--- config.mk ---
export PLATFORM = sky130hd
export DESIGN_NAME = uart_tx
export DESIGN_NICKNAME = d
export VERILOG_FILES = /design/src/rtl/uart_pkg.sv /design/src/rtl/uart_tx.sv
export SDC_FILE = /design/constraint.sdc
export NUM_CORES = 1
export LEC_CHECK = 0
export CORE_UTILIZATION = 40
export CTS_BUF_LIST = sky130_fd_sc_hd__clkbuf_4 sky130_fd_sc_hd__clkbuf_8
export DETAILED_ROUTE_END_ITERATION = 10
export PLACE_DENSITY_LB_ADDON = 0.3
export SYNTH_ARGS = -nofsm -noshare
export SYNTH_HDL_FRONTEND = slang
export SYNTH_SLANG_ARGS = --single-unit
--- constraint.sdc ---
create_clock -name clk -period 4.4 [get_ports clk]
set_input_delay 0.44 -clock clk [delete_from_list [all_inputs] [get_ports clk]]
set_output_delay 0.44 -clock clk [all_outputs]
set_load 0.01 [all_outputs]
--- src/rtl/uart_pkg.sv ---
// Shared UART definitions: FSM state encoding and the cycles-per-bit rounding.
// The PARITY state exists only when UART_TX_PARITY_EN is defined.
package uart_pkg;

  typedef enum logic [2:0] {
    IDLE   = 3'd0,
    START  = 3'd1,
    DATA   = 3'd2,
    STOP   = 3'd3
`ifdef UART_TX_PARITY_EN
    ,
    PARITY = 3'd4
`endif
  } uart_state_t;

  // Clock cycles per serial bit, rounded to the nearest integer.
  function automatic int clk_per_bit(input int clk_freq, input int baud);
    return (clk_freq + baud / 2) / baud;
  endfunction

endpackage

--- src/rtl/uart_tx.sv ---
// UART transmitter: 8 data bits, LSB first, one stop bit, idle-high line.
// Optional even-parity bit after the data bits when UART_TX_PARITY_EN is defined.
// A single baud counter is shared by every state; tx comes straight from a flop.
module uart_tx
  import uart_pkg::*;
#(
  parameter int CLK_FREQ = 100000000,
  parameter int BAUD     = 1000000
) (
  input  logic       clk,
  input  logic       rst,
  output logic       tx,
  input  logic       block,
  output logic       busy,
  input  logic [7:0] data,
  input  logic       newData
);

  localparam int CPB = clk_per_bit(CLK_FREQ, BAUD);
  localparam int CW  = (CPB > 1) ? $clog2(CPB) : 1;
  localparam logic [CW-1:0] CNT_LAST = CW'(CPB - 1);

  uart_state_t   state;
  logic [CW-1:0] cnt;
  logic [2:0]    bit_idx;
  logic [7:0]    shreg;
  logic          block_q;
`ifdef UART_TX_PARITY_EN
  logic          par_q;
`endif

  logic bit_done;
  logic accept;

  assign bit_done = (cnt == CNT_LAST);
  assign accept   = !block_q && newData;
  assign busy     = (state != IDLE) || block_q;

  // Frame sequencer: start, 8 data bits, [parity], stop, each CPB cycles long.
  always_ff @(posedge clk) begin
    if (rst) begin
      state   <= IDLE;
      cnt     <= '0;
      bit_idx <= '0;
      shreg   <= '0;
      block_q <= 1'b0;
      tx      <= 1'b1;
`ifdef UART_TX_PARITY_EN
      par_q   <= 1'b0;
`endif
    end else begin
      block_q <= block;
      case (state)
        IDLE: begin
          cnt <= '0;
          tx  <= 1'b1;
          if (accept) begin
            shreg <= data;
`ifdef UART_TX_PARITY_EN
            par_q <= ^data;
`endif
            tx    <= 1'b0;
            state <= START;
          end
        end
        START: begin
          if (bit_done) begin
            cnt     <= '0;
            bit_idx <= '0;
            tx      <= shreg[0];
            state   <= DATA;
          end else begin
            cnt <= cnt + CW'(1);
          end
        end
        DATA: begin
          if (bit_done) begin
            cnt <= '0;
            if (bit_idx == 3'd7) begin
`ifdef UART_TX_PARITY_EN
              tx    <= par_q;
              state <= PARITY;
`else
              tx    <= 1'b1;
              state <= STOP;
`endif
            end else begin
              bit_idx <= bit_idx + 3'd1;
              tx      <= shreg[1];
              shreg   <= {1'b0, shreg[7:1]};
            end
          end else begin
            cnt <= cnt + CW'(1);
          end
        end
`ifdef UART_TX_PARITY_EN
        PARITY: begin
          if (bit_done) begin
            cnt   <= '0;
            tx    <= 1'b1;
            state <= STOP;
          end else begin
            cnt <= cnt + CW'(1);
          end
        end
`endif
        STOP: begin
          if (bit_done) begin
            cnt <= '0;
            // A byte offered on the edge that would enter IDLE starts the next
            // frame immediately, so back-to-back frames have no idle gap.
            if (accept) begin
              shreg <= data;
`ifdef UART_TX_PARITY_EN
              par_q <= ^data;
`endif
              tx    <= 1'b0;
              state <= START;
            end else begin
              tx    <= 1'b1;
              state <= IDLE;
            end
          end else begin
            cnt <= cnt + CW'(1);
          end
        end
        default: begin
          cnt   <= '0;
          tx    <= 1'b1;
          state <= IDLE;
        end
      endcase
    end
  end

endmodule

-- After elaboration in Yosys (flattened, before gate mapping)
Cells that the tools add are included.
- output and inout bits: 2
- logic and storage cells: 55
- bits in registers: 23
- eq/ne operators: 11
- reductions and logical operators: 13
- muxes and demuxes: 22
- $add $sub $neg: 2
- bitwise operators: 1
- operator list (operator ; count):
    2-to-1 mux 8 bit ; 4
    2-to-1 mux 3 bit ; 8
    one-hot mux 8 bit (3 select lines) ; 1
    inequality test 2 bit (second input constant) ; 6
    one-hot mux 3 bit (4 select lines) ; 1
    AND reduction 4 bit ; 2
    adder 7 x 1 -> 7 bit (second input constant) ; 1
    equality test 7 bit (second input constant) ; 1
    equality test 3 x 2 -> 1 bit (second input constant) ; 2
    2-to-1 mux 1 bit ; 6
    one-hot mux 3 bit (2 select lines) ; 1
    nonzero test 3 bit ; 2
    OR reduction 3 bit ; 2
    AND reduction 5 bit ; 1
    one-hot mux 1 bit (4 select lines) ; 1
    adder 3 x 1 -> 3 bit (second input constant) ; 1
    equality test 3 x 1 -> 1 bit (second input constant) ; 1
    equality test 3 bit (second input constant) ; 1
    logical NOT 3 bit ; 1
    AND reduction 3 bit ; 1
    nonzero test 2 bit ; 1
    logical AND 1 bit ; 1
    logical NOT 1 bit ; 1
    logical OR 1 bit ; 1
    NOT 1 bit ; 1

-- Logic depth before layout (Yosys ltp)
Gate-level depths: netlist of the first run.
- depth after elaboration: 5
- depth in mapped cells: 8
- depth with buffers taken out: 6

-- Worst setup path after synthesis of the first run
No wires, ideal clock.
- path type: register -> register
- from: register state[0]
- to: register state[0]
- arrival time: 1.578 ns
- period minus slack after synthesis: 1.663 ns
- buffers on the path: 1
- setup time: 0.086 ns
- stages on the path, launching flop included: 8
- setup slack: 2.737 ns
- path through: dfxtp_1 inv_1 ha_1 buf_2 nor3_1 a21oi_2 a211o_1 a211oi_1
- word-level cells in the longest chain between the ends: 3
- RTL lines (what ; line ; text):
    start, declared ; uart_tx.sv:23 ; uart_state_t state;
    start signal, assigned ; uart_tx.sv:42 ; state <= IDLE;
    start signal, assigned ; uart_tx.sv:63 ; state <= START;
    start signal, assigned ; uart_tx.sv:71 ; state <= DATA;
    equality test 3 x 2 -> 1 bit (tied with other cells) ; uart_tx.sv:53 ; case (state)
    inequality test 2 bit (no source line) ; n/a ;
    AND reduction 5 bit (no source line) ; n/a ;
Parallel ways exist; a longest one is shown, timed or not.
A chain may end at the register's enable or synchronous reset.

-- Final worst setup path of the first run
- from: register state[0]
- to: register shreg[2]
- word-level cells in the longest chain between the ends: 3
- RTL lines (what ; line ; text):
    equality test 3 x 2 -> 1 bit / logical NOT 3 bit (equally long branches) ; uart_tx.sv:53 ;
    inequality test 2 bit (no source line) / nonzero test 3 bit (equally long branches) ; n/a ;
    AND reduction 4 bit (no source line) ; n/a ;
    end signal, assigned ; uart_tx.sv:58 ; shreg <= data;
    end signal, assigned ; uart_tx.sv:90 ; shreg <= {1'b0, shreg[7:1]};
    end signal, assigned ; uart_tx.sv:113 ; shreg <= data;
    end, declared ; uart_tx.sv:26 ; logic [7:0] shreg;
Parallel ways exist; a longest one is shown, timed or not.

==> metrics.cfg, run 1 <==
[setup_path]
cp.arrival_ps=2590
r2r_slack_ps=2020
path_class=flop to flop
critPathMaxFanout=20
r2r_cells=5
start_kind=flop
crit_required_ps=4600
end_kind=flop

[final_layout]
fin_nets=153
fin_area_um2=1360
drive_above_1_share=0.107
diodes=0
syn_to_final_growth_pct=14.5
fin_util=0.488

[floorplan]
die_w_um=56.4
row_count=19
ios=14
die_area_um2=3180
start_util=0.426
die_h_um=56.4
core-area_um2=2780

[synthesis]
synth-simple-area-share=0.159
synthMuxAreaShare=0.0676
synth_nets=141
ys_types=36
synth_xor_area_frac=0.0370
ys_ff_latch=22
synth_top_flop_cell=dfxtp_1
synthTopCellsByArea=dfxtp_1 (37%), ha_1 (9.5%), mux2i_1 (6.8%)
async_flop_share=0
syn_area_um2=1180
synth_area_leader_cell=dfxtp_1
ys_seq_area_frac=0.372
synth_most_common_cell=dfxtp_1
synth_common_cells=dfxtp_1 (22), a21oi_1 (12), ha_1 (9)
synth_top_family_by_area=compound AO/OA/AOI/OAI gates
syn_inst=120
post-synth-top-area-fraction=0.372
synth.avg_cell_area_um2=9.87
synth_edf_count=0
synth_compound_area_frac=0.228
yosys_warnings=0
synthAdderAreaFrac=0.0950

[routing]
via_per_inst=5.53
drc=0
drt_iter0_drc=23
antenna_left=0
routedWlPerCell_um=13.2
drt-pass1-iter-count=4
num_vias=896
finalWirelength_mm=2.14

[hold_path]
min_path_type=flop to flop
hold_depth=1

[global_route]
grt_max_degree=22
grt_use_met2=0.240
grt_pass1_vias=857
antenna_found_initial=0
grt-busiest-layer=met2
gr-usage-met1=0.181
grt_pass1_wl_mm=3.68
grtUsageTotal=0.147
grt_use_met3=0.0300
overflow=0

[pwr]
power_density_nw_per_um2=494
p_leak_nw=0.480
max-vdd-ir-drop_mv=0.261

[placed_design]
gp_congestion=0.792
hpwlAfterDp_mm=1.47
place.port_buffers=13
place_area_um2=1320

[clocking]
post_cts_buffers=0
cts_tree=built
cts-root-buf=clkbuf_4
clock_latency_ps=310
path_clk_slew_ps=120
cts-buffers-inserted=3
cts_hold_buf=0
cts_resized=0
clockBufferDepth=2
htreeDepth=1
clkSinkCount=22

[sta]
maxSlewViolCount=0
whs_ps=453
fmax_ghz=0.420
worstMarginPinSlew_ps=918
rsz0062_at_grt=false
slew_headroom=0.388
period_share=0.542
period_minus_slack_ps=2380
hold_violations=0
setup_viol=0
fin_skew_ps=3.31
fin_tns_setup_ps=0

[run]
drv_cap=0

[run_status]
status=complete, no violations

[cell type report]
type,instances,area [um^2]
fillers,250,1430
multi-input cells,88,696
repair buffers,13,130
flip-flops and latches,22,440
well taps,31,38.8
clock buffers,4,36.3
inverters,4,15.0
[registers in the layout (all words and copies together) (netlist names)]
| register | flops |
|---|---|
| bit_idx | 3 |
| block_q | 1 |
| cnt | 7 |
| shreg | 8 |
| state | 2 |
| tx | 1 |
[placed cells by master (no fill, tap or decap), types with 3 or more instances in the layout]
master,count
clkdlybuf4s50_1,13
nand2b_1,4
ha_1,9
a21oi_1,12
clkbuf_4,3
mux2i_1,8
nor2_1,5
a311oi_1,7
nor2b_1,4
nand2_1,6
inv_1,4
nor3_1,4
xnor2_1,3
dfxtp_1,22
[layer usage]
layer | up-vias | part of all wire
met2 | 16 | 0.48
li1 | 462 | -
met5 | - | 0
met4 | 0 | 0.015
met1 | 414 | 0.47
met3 | 4 | 0.035
[where the power goes]
part / switching (mW) / internal (mW)
Sequential: 0.0287 / 0.245
Clock: 0.0619 / 0.0505
Combinational: 0.156 / 0.129
Total: 0.247 / 0.424
[worst max-delay path, stage by stage (launching register included)]
cell,delay [ps]
dfxtp_1,360
inv_1,110
ha_1,770
o21a_1,570
a21oi_1,150
a311oi_1,310
[per-stage QoR]
| stage | power, mW | setup slack [ps] | cells |
|---|---|---|---|
| after global routing | 0.721 | 1840 | 162 |
| final | 0.671 | 2020 | 162 |
| after CTS | 0.675 | 2030 | 162 |
| after detailed placement | 0.558 | 2140 | 158 |
| after floorplan | 0.498 | 2740 | 120 |
| after global placement | 0.549 | 2230 | 158 |
[worst paths after layout]
path	startpoint	endpoint
max	state[0]	shreg[2]
min	cnt[0]	cnt[0]
max reg2reg	state[0]	shreg[2]
min reg2reg	cnt[0]	cnt[0]
[logic make-up after synthesis]
kind of cell	Yosys count
buf+inv	10
mux	8
compound gates	33
simple gates	33
xor+xnor	5
flops	22
fa+ha+maj	9
(Power assumes the default switching activity.)
==> inputs of run 2 (changes only) <==
- clock period: 4.4 -> 2.46 ns (I/O delays scaled with it)
==> run 2 against run 1 <==
First-iteration DRC count down 22%. Non-clock buffer count up 2. Die area unchanged. Clock-buffer cell count unchanged. Via count down 1.9%. Register-to-register slack worse by 1600 ps. Largest power group unchanged. Largest cell class unchanged. Clock skew up 1.5 ps. Cell count up 1.2%. Fmax up 18%. Sequential share of layout area down 0.36 points. Critical path type unchanged. Worst setup slack worse by 1600 ps.
==> metrics.cfg, run 2 (synthesis gave the netlist of run 1 again) <==
[setup_path]
worst_path_largest_cell_delay_ps=460  ; -310 ps
crit_slowest_cell=o21a_1
start_kind=flop
crit_required_ps=2690  ; -1910 ps
r2r_slack_ps=440  ; -1580 ps
cpMostUsedCell=a21oi_1
cp.arrival_ps=2250  ; -340 ps
critPathMaxFanout=16  ; -20%
path_cells=inv_1, ha_1, a21oi_1, o21a_1, a21oi_1, a311oi_1
end_kind=flop
path_class=flop to flop

[clocking]
cts_hold_buf=0  ; unchanged
htreeDepth=1  ; unchanged
post_cts_buffers=0  ; unchanged
path_clk_slew_ps=120  ; about the same
clock_latency_ps=310  ; about the same
clockBufferDepth=2  ; unchanged
cts_resized=0  ; unchanged
cts_tree=built
cts-buffers-inserted=3  ; unchanged
clkSinkCount=22  ; unchanged
cts-root-buf=clkbuf_4

[routing]
antenna_left=0  ; unchanged
drt_iter0_drc=18  ; -22%
drc=0  ; unchanged
drt-pass1-iter-count=4  ; unchanged
num_vias=879  ; -1.9%
finalWirelength_mm=2.13  ; -0.51%
routedWlPerCell_um=13.0  ; -1.7%
via_per_inst=5.36  ; -3.1%

[sta]
fmax_ghz=0.494  ; +18%
period_share=0.822  ; +0.281
maxSlewViolCount=0  ; unchanged
rsz0062_at_grt=false
setup_viol=0  ; unchanged
hold_violations=0  ; unchanged
slew_headroom=0.648  ; +0.260
period_minus_slack_ps=2020  ; -359 ps
worstMarginPinSlew_ps=526  ; -392 ps
fin_skew_ps=4.84  ; +1.53 ps
final.setup.worst_slack_ps=437  ; -1580 ps
fin_tns_setup_ps=0  ; unchanged

[pwr]
power_density_nw_per_um2=878  ; +78%
p_int_uw=765  ; +81%
p_leak_nw=0.490  ; +2.1%
p_seq_frac=0.404  ; -0.004
switchingPower_uw=439  ; +78%
max-vdd-ir-drop_mv=0.516  ; +98%
clockPowerShare=0.169  ; about the same
report.power.total_mw=1.20  ; +80%
combPwrFrac=0.426  ; about the same
p_sw_frac=0.365  ; -0.00371

[final_layout]
largest_reg_flops=8  ; unchanged
diodes=0  ; unchanged
drive_above_1_share=0.120  ; +0.0134
top_register=shreg
syn_to_final_growth_pct=15.7
final_cells=164  ; +1.2%
top_regs=shreg (8), cnt (7), bit_idx (3)
final_common_cell=dfxtp_1
mostFrequentLayoutCells=dfxtp_1 (22), clkdlybuf4s50_1 (13), a21oi_1 (12)
multi_input_area_um2=696  ; unchanged
seqCellArea_um2=440  ; unchanged
fin_nets=155  ; +1.3%
fillers=263  ; +5.2%

[global_route]
grt_pass1_wl_mm=3.68  ; unchanged
antenna_found_initial=0  ; unchanged
grt_pass1_vias=837  ; -2.3%
overflow=0  ; unchanged
grtUsageTotal=0.149  ; +0.00208
grt_max_degree=17  ; -23%

[placed_design]
hpwlAfterDp_mm=1.57  ; +7.3%
dp_slack_ps=458  ; -1680 ps
dp_cells=160  ; +1.3%
place.port_buffers=13  ; unchanged
gp_congestion=0.806  ; +1.7%

[run_status]
status=complete, no violations

[floorplan]
die_h_um=56.4  ; unchanged
die_w_um=56.4  ; unchanged
start_util=0.426  ; unchanged
ios=14  ; unchanged
core-area_um2=2780  ; unchanged
die_area_um2=3180  ; unchanged
row_count=19  ; unchanged

[hold_path]
min_path_type=flop to flop

[run]
drv_cap=0  ; unchanged

[run 2: cell types whose count changed in the layout (fill, tap and decap cells not counted), sizes merged]
| cell | change |
|---|---|
| buf | +2 |
[run 2: final cells by class]
cell class / count / share of cell area
Inverter: 4 / 0.0109
Tap cell: 31 / 0.0283
Sequential cell: 22 / 0.321
Timing Repair Buffer: 15 / 0.106
Clock buffer: 4 / 0.0265
Multi-Input combinational cell: 88 / 0.507
[run 2: final timing paths]
| path | startpoint | end | cells past startpoint |
|---|---|---|---|
| min reg2reg | cnt[0] | cnt[0] | 1 |
| min | cnt[0] | cnt[0] | 1 |
| max | state[0] | shreg[1] | 6 |
| max reg2reg | state[0] | shreg[1] | 6 |
[run 2: power by group through the flow]
stage               logic (mW)  clock network [mW]  registers [mW]
finish                   0.513               0.204           0.487
global route             0.572               0.222           0.496
CTS                      0.516               0.210           0.487
detailed placement       0.515                   0           0.495
global placement         0.493                   0           0.494
floorplan                0.403                   0           0.488
[run 2: stage by stage]
stage          hold slack, ps  area [um^2]  utilization
2_1_floorplan             374         1180            -
3_3_place_gp              421         1340        0.480
3_5_place_dp              429         1340        0.480
4_1_cts                   447         1370        0.493
5_1_grt                   456         1370        0.493
6_report                  444         1370        0.493
[run 2: critical path, delay by kind of cell (launching register included)]
family	cells	cell delay, ps
adders and majority gates	1	350
buffers and inverters	1	100
DFF	1	410
AOI/OAI and AO/OA	4	1070
[run 2: layer usage]
layer,up-vias,GRT usage,share of wire,wire length (um)
li1,459,-,-,-
met1,404,0.181,0.46,974
met2,11,0.250,0.49,1050
met3,5,0.0276,0.025,54
met4,0,0.0732,0.022,47
met5,-,0,0,0
==> inputs of run 3 (changes only) <==
- clock period: 2.46 -> 1.9 ns (I/O delays scaled with it)
==> run 3 against run 2 <==
Die area unchanged. Clock-buffer cell count down 1. Combinational power up 47%. Clock skew down 4.0 ps. Register-to-register slack worse by 270 ps. Largest power group unchanged. Highest routed layer unchanged.
==> metrics.cfg, run 3 (synthesis gave the netlist of run 1 again) <==
[run_status]
status=complete, no violations

[global_route]
grtUsageTotal=0.158  ; +0.00856
grt_pass1_vias=949  ; +13%
antenna_found_initial=0  ; unchanged
grt_max_degree=17  ; unchanged
overflow=0  ; unchanged
grt_pass1_wl_mm=4.02  ; +9.2%

[floorplan]
row_count=19  ; unchanged
ios=14  ; unchanged
die_h_um=56.4  ; unchanged
die_w_um=56.4  ; unchanged
core-area_um2=2780  ; unchanged
start_util=0.426  ; unchanged
die_area_um2=3180  ; unchanged

[setup_path]
r2r_slack_ps=170  ; -270 ps
crit_start=state[1]
r2r_cells=5  ; -1
setup.worst_path.end=busy
worst_path_largest_cell_delay_ps=530  ; +70 ps
path_class=flop to output pin
cp.arrival_ps=1620  ; -630 ps
start_kind=flop
critPathMaxFanout=7  ; -9
rr_endpoint=bit_idx[0]
r2r_start=cnt[0]
end_kind=output pin
path_cells=inv_1, ha_2, nand2b_1, clkdlybuf4s50_1
crit_slowest_cell=clkdlybuf4s50_1
crit_required_ps=1710  ; -980 ps

[sta]
hold_violations=0  ; unchanged
maxSlewViolCount=0  ; unchanged
rsz0062_at_grt=false
worstMarginPinSlew_ps=405  ; -121 ps
fin_tns_setup_ps=0  ; unchanged
period_share=0.954
fin_skew_ps=0.815  ; -4.02 ps
period_minus_slack_ps=1810
slew_headroom=0.729  ; +0.0811
setup_viol=0  ; unchanged
fmax_ghz=0.552

[final_layout]
mostFrequentLayoutCells=dfxtp_1 (20), clkdlybuf4s50_1 (13), a21oi_1 (12)
final_common_cell=dfxtp_1
fillers=251  ; -4.6%
top_register=shreg
syn_to_final_growth_pct=21.6
drive_above_1_share=0.175  ; +0.0549
diodes=0  ; unchanged
largest_reg_flops=8  ; unchanged
fin_nets=159  ; +2.6%
top_regs=shreg (8), cnt (7), bit_idx (3)

[routing]
finalWirelength_mm=2.32  ; +9.0%
via_per_inst=5.60  ; +4.5%
drt_iter0_drc=21  ; +3
routedWlPerCell_um=13.8  ; +6.4%
drt-pass1-iter-count=4  ; unchanged
antenna_left=0  ; unchanged
drc=0  ; unchanged
num_vias=941  ; +7.1%

[pwr]
power_density_nw_per_um2=1220  ; +39%
max-vdd-ir-drop_mv=0.732  ; +42%
p_leak_nw=0.520  ; +6.1%
report.power.total_mw=1.76  ; +46%

[clocking]
clock_latency_ps=310  ; about the same
clkSinkCount=22  ; unchanged
htreeDepth=1  ; unchanged
cts_tree=built
path_clk_slew_ps=130  ; about the same
clockBufferDepth=2  ; unchanged
cts_hold_buf=0  ; unchanged
cts-root-buf=clkbuf_4
cts-buffers-inserted=3  ; unchanged

[placed_design]
gp_congestion=0.857  ; +6.4%
hpwlAfterDp_mm=1.72  ; +9.0%
place.port_buffers=13  ; unchanged

[hold_path]
hold_start=block
min_path_type=primary input to flop

[run]
drv_cap=0  ; unchanged

==> run 3: changes by cell type in the layout (fill, tap and decap cells not counted), sizes merged <==
cell | before | now
buf | 2 | 6
bufinv | 0 | 1
clkbuf | 4 | 3
==> run 3: cell type report <==
type	instances	area, um^2	area share
tap	31	38.8	0.0269
sequential	22	445	0.309
clock buffer	3	22.5	0.0156
multi-input combinational	88	702	0.487
clock inverter	1	30.0	0.0208
inverter	4	15.0	0.0104
timing repair buffer	19	188	0.130
==> run 3: worst max-delay path, delay by kind of cell, from the launching register on <==
family                   cells  cell delay, ps
buffers and inverters        2             610
flip-flops                   1             390
adder cells (fa/ha/maj)      1             230
AND/OR/NAND/NOR              1              80
==> run 3: per-stage QoR <==
stage	hold slack (ps)	std cells	utilization	setup slack, ps	area (um^2)
after CTS	405	168	0.516	28.8	1430
after global routing	419	168	0.518	15.4	1440
final	412	168	0.518	87.8	1440
after floorplan	318	120	-	237	1180
after global placement	423	164	0.495	189	1380
after detailed placement	440	164	0.495	86.2	1380
==> run 3: what timing repair did <==
item | in CTS | in global routing
endpoints found under the setup margin | 1 | 6
cloned | 0 | 0
gates resized for setup | 2 | 4
setup buffers | 0 | 0
==> run 3: where the power goes <==
| group | switching [mW] | internal, mW |
|---|---|---|
| registers | 0.0692 | 0.573 |
| logic | 0.387 | 0.367 |
| clock network | 0.152 | 0.213 |
| total | 0.609 | 1.15 |
==> run 3: how the worst min path moves through the flow <==
stage | endpoint | slack, ps | depth (start not counted)
after CTS | block_q | 400 | 2
after global placement | cnt[0] | 420 | 1
after global routing | block_q | 420 | 2
final | block_q | 410 | 2
after floorplan | block_q | 320 | 1
after detailed placement | cnt[0] | 440 | 1
==> run 3: metal layers <==
| layer | routed length [um] | up-vias | track usage |
|---|---|---|---|
| li1 | - | 473 | - |
| met1 | 1120 | 446 | 0.198 |
| met2 | 1090 | 15 | 0.254 |
| met3 | 56 | 7 | 0.0230 |
| met4 | 55 | 0 | 0.0941 |
| met5 | 0 | - | 0 |
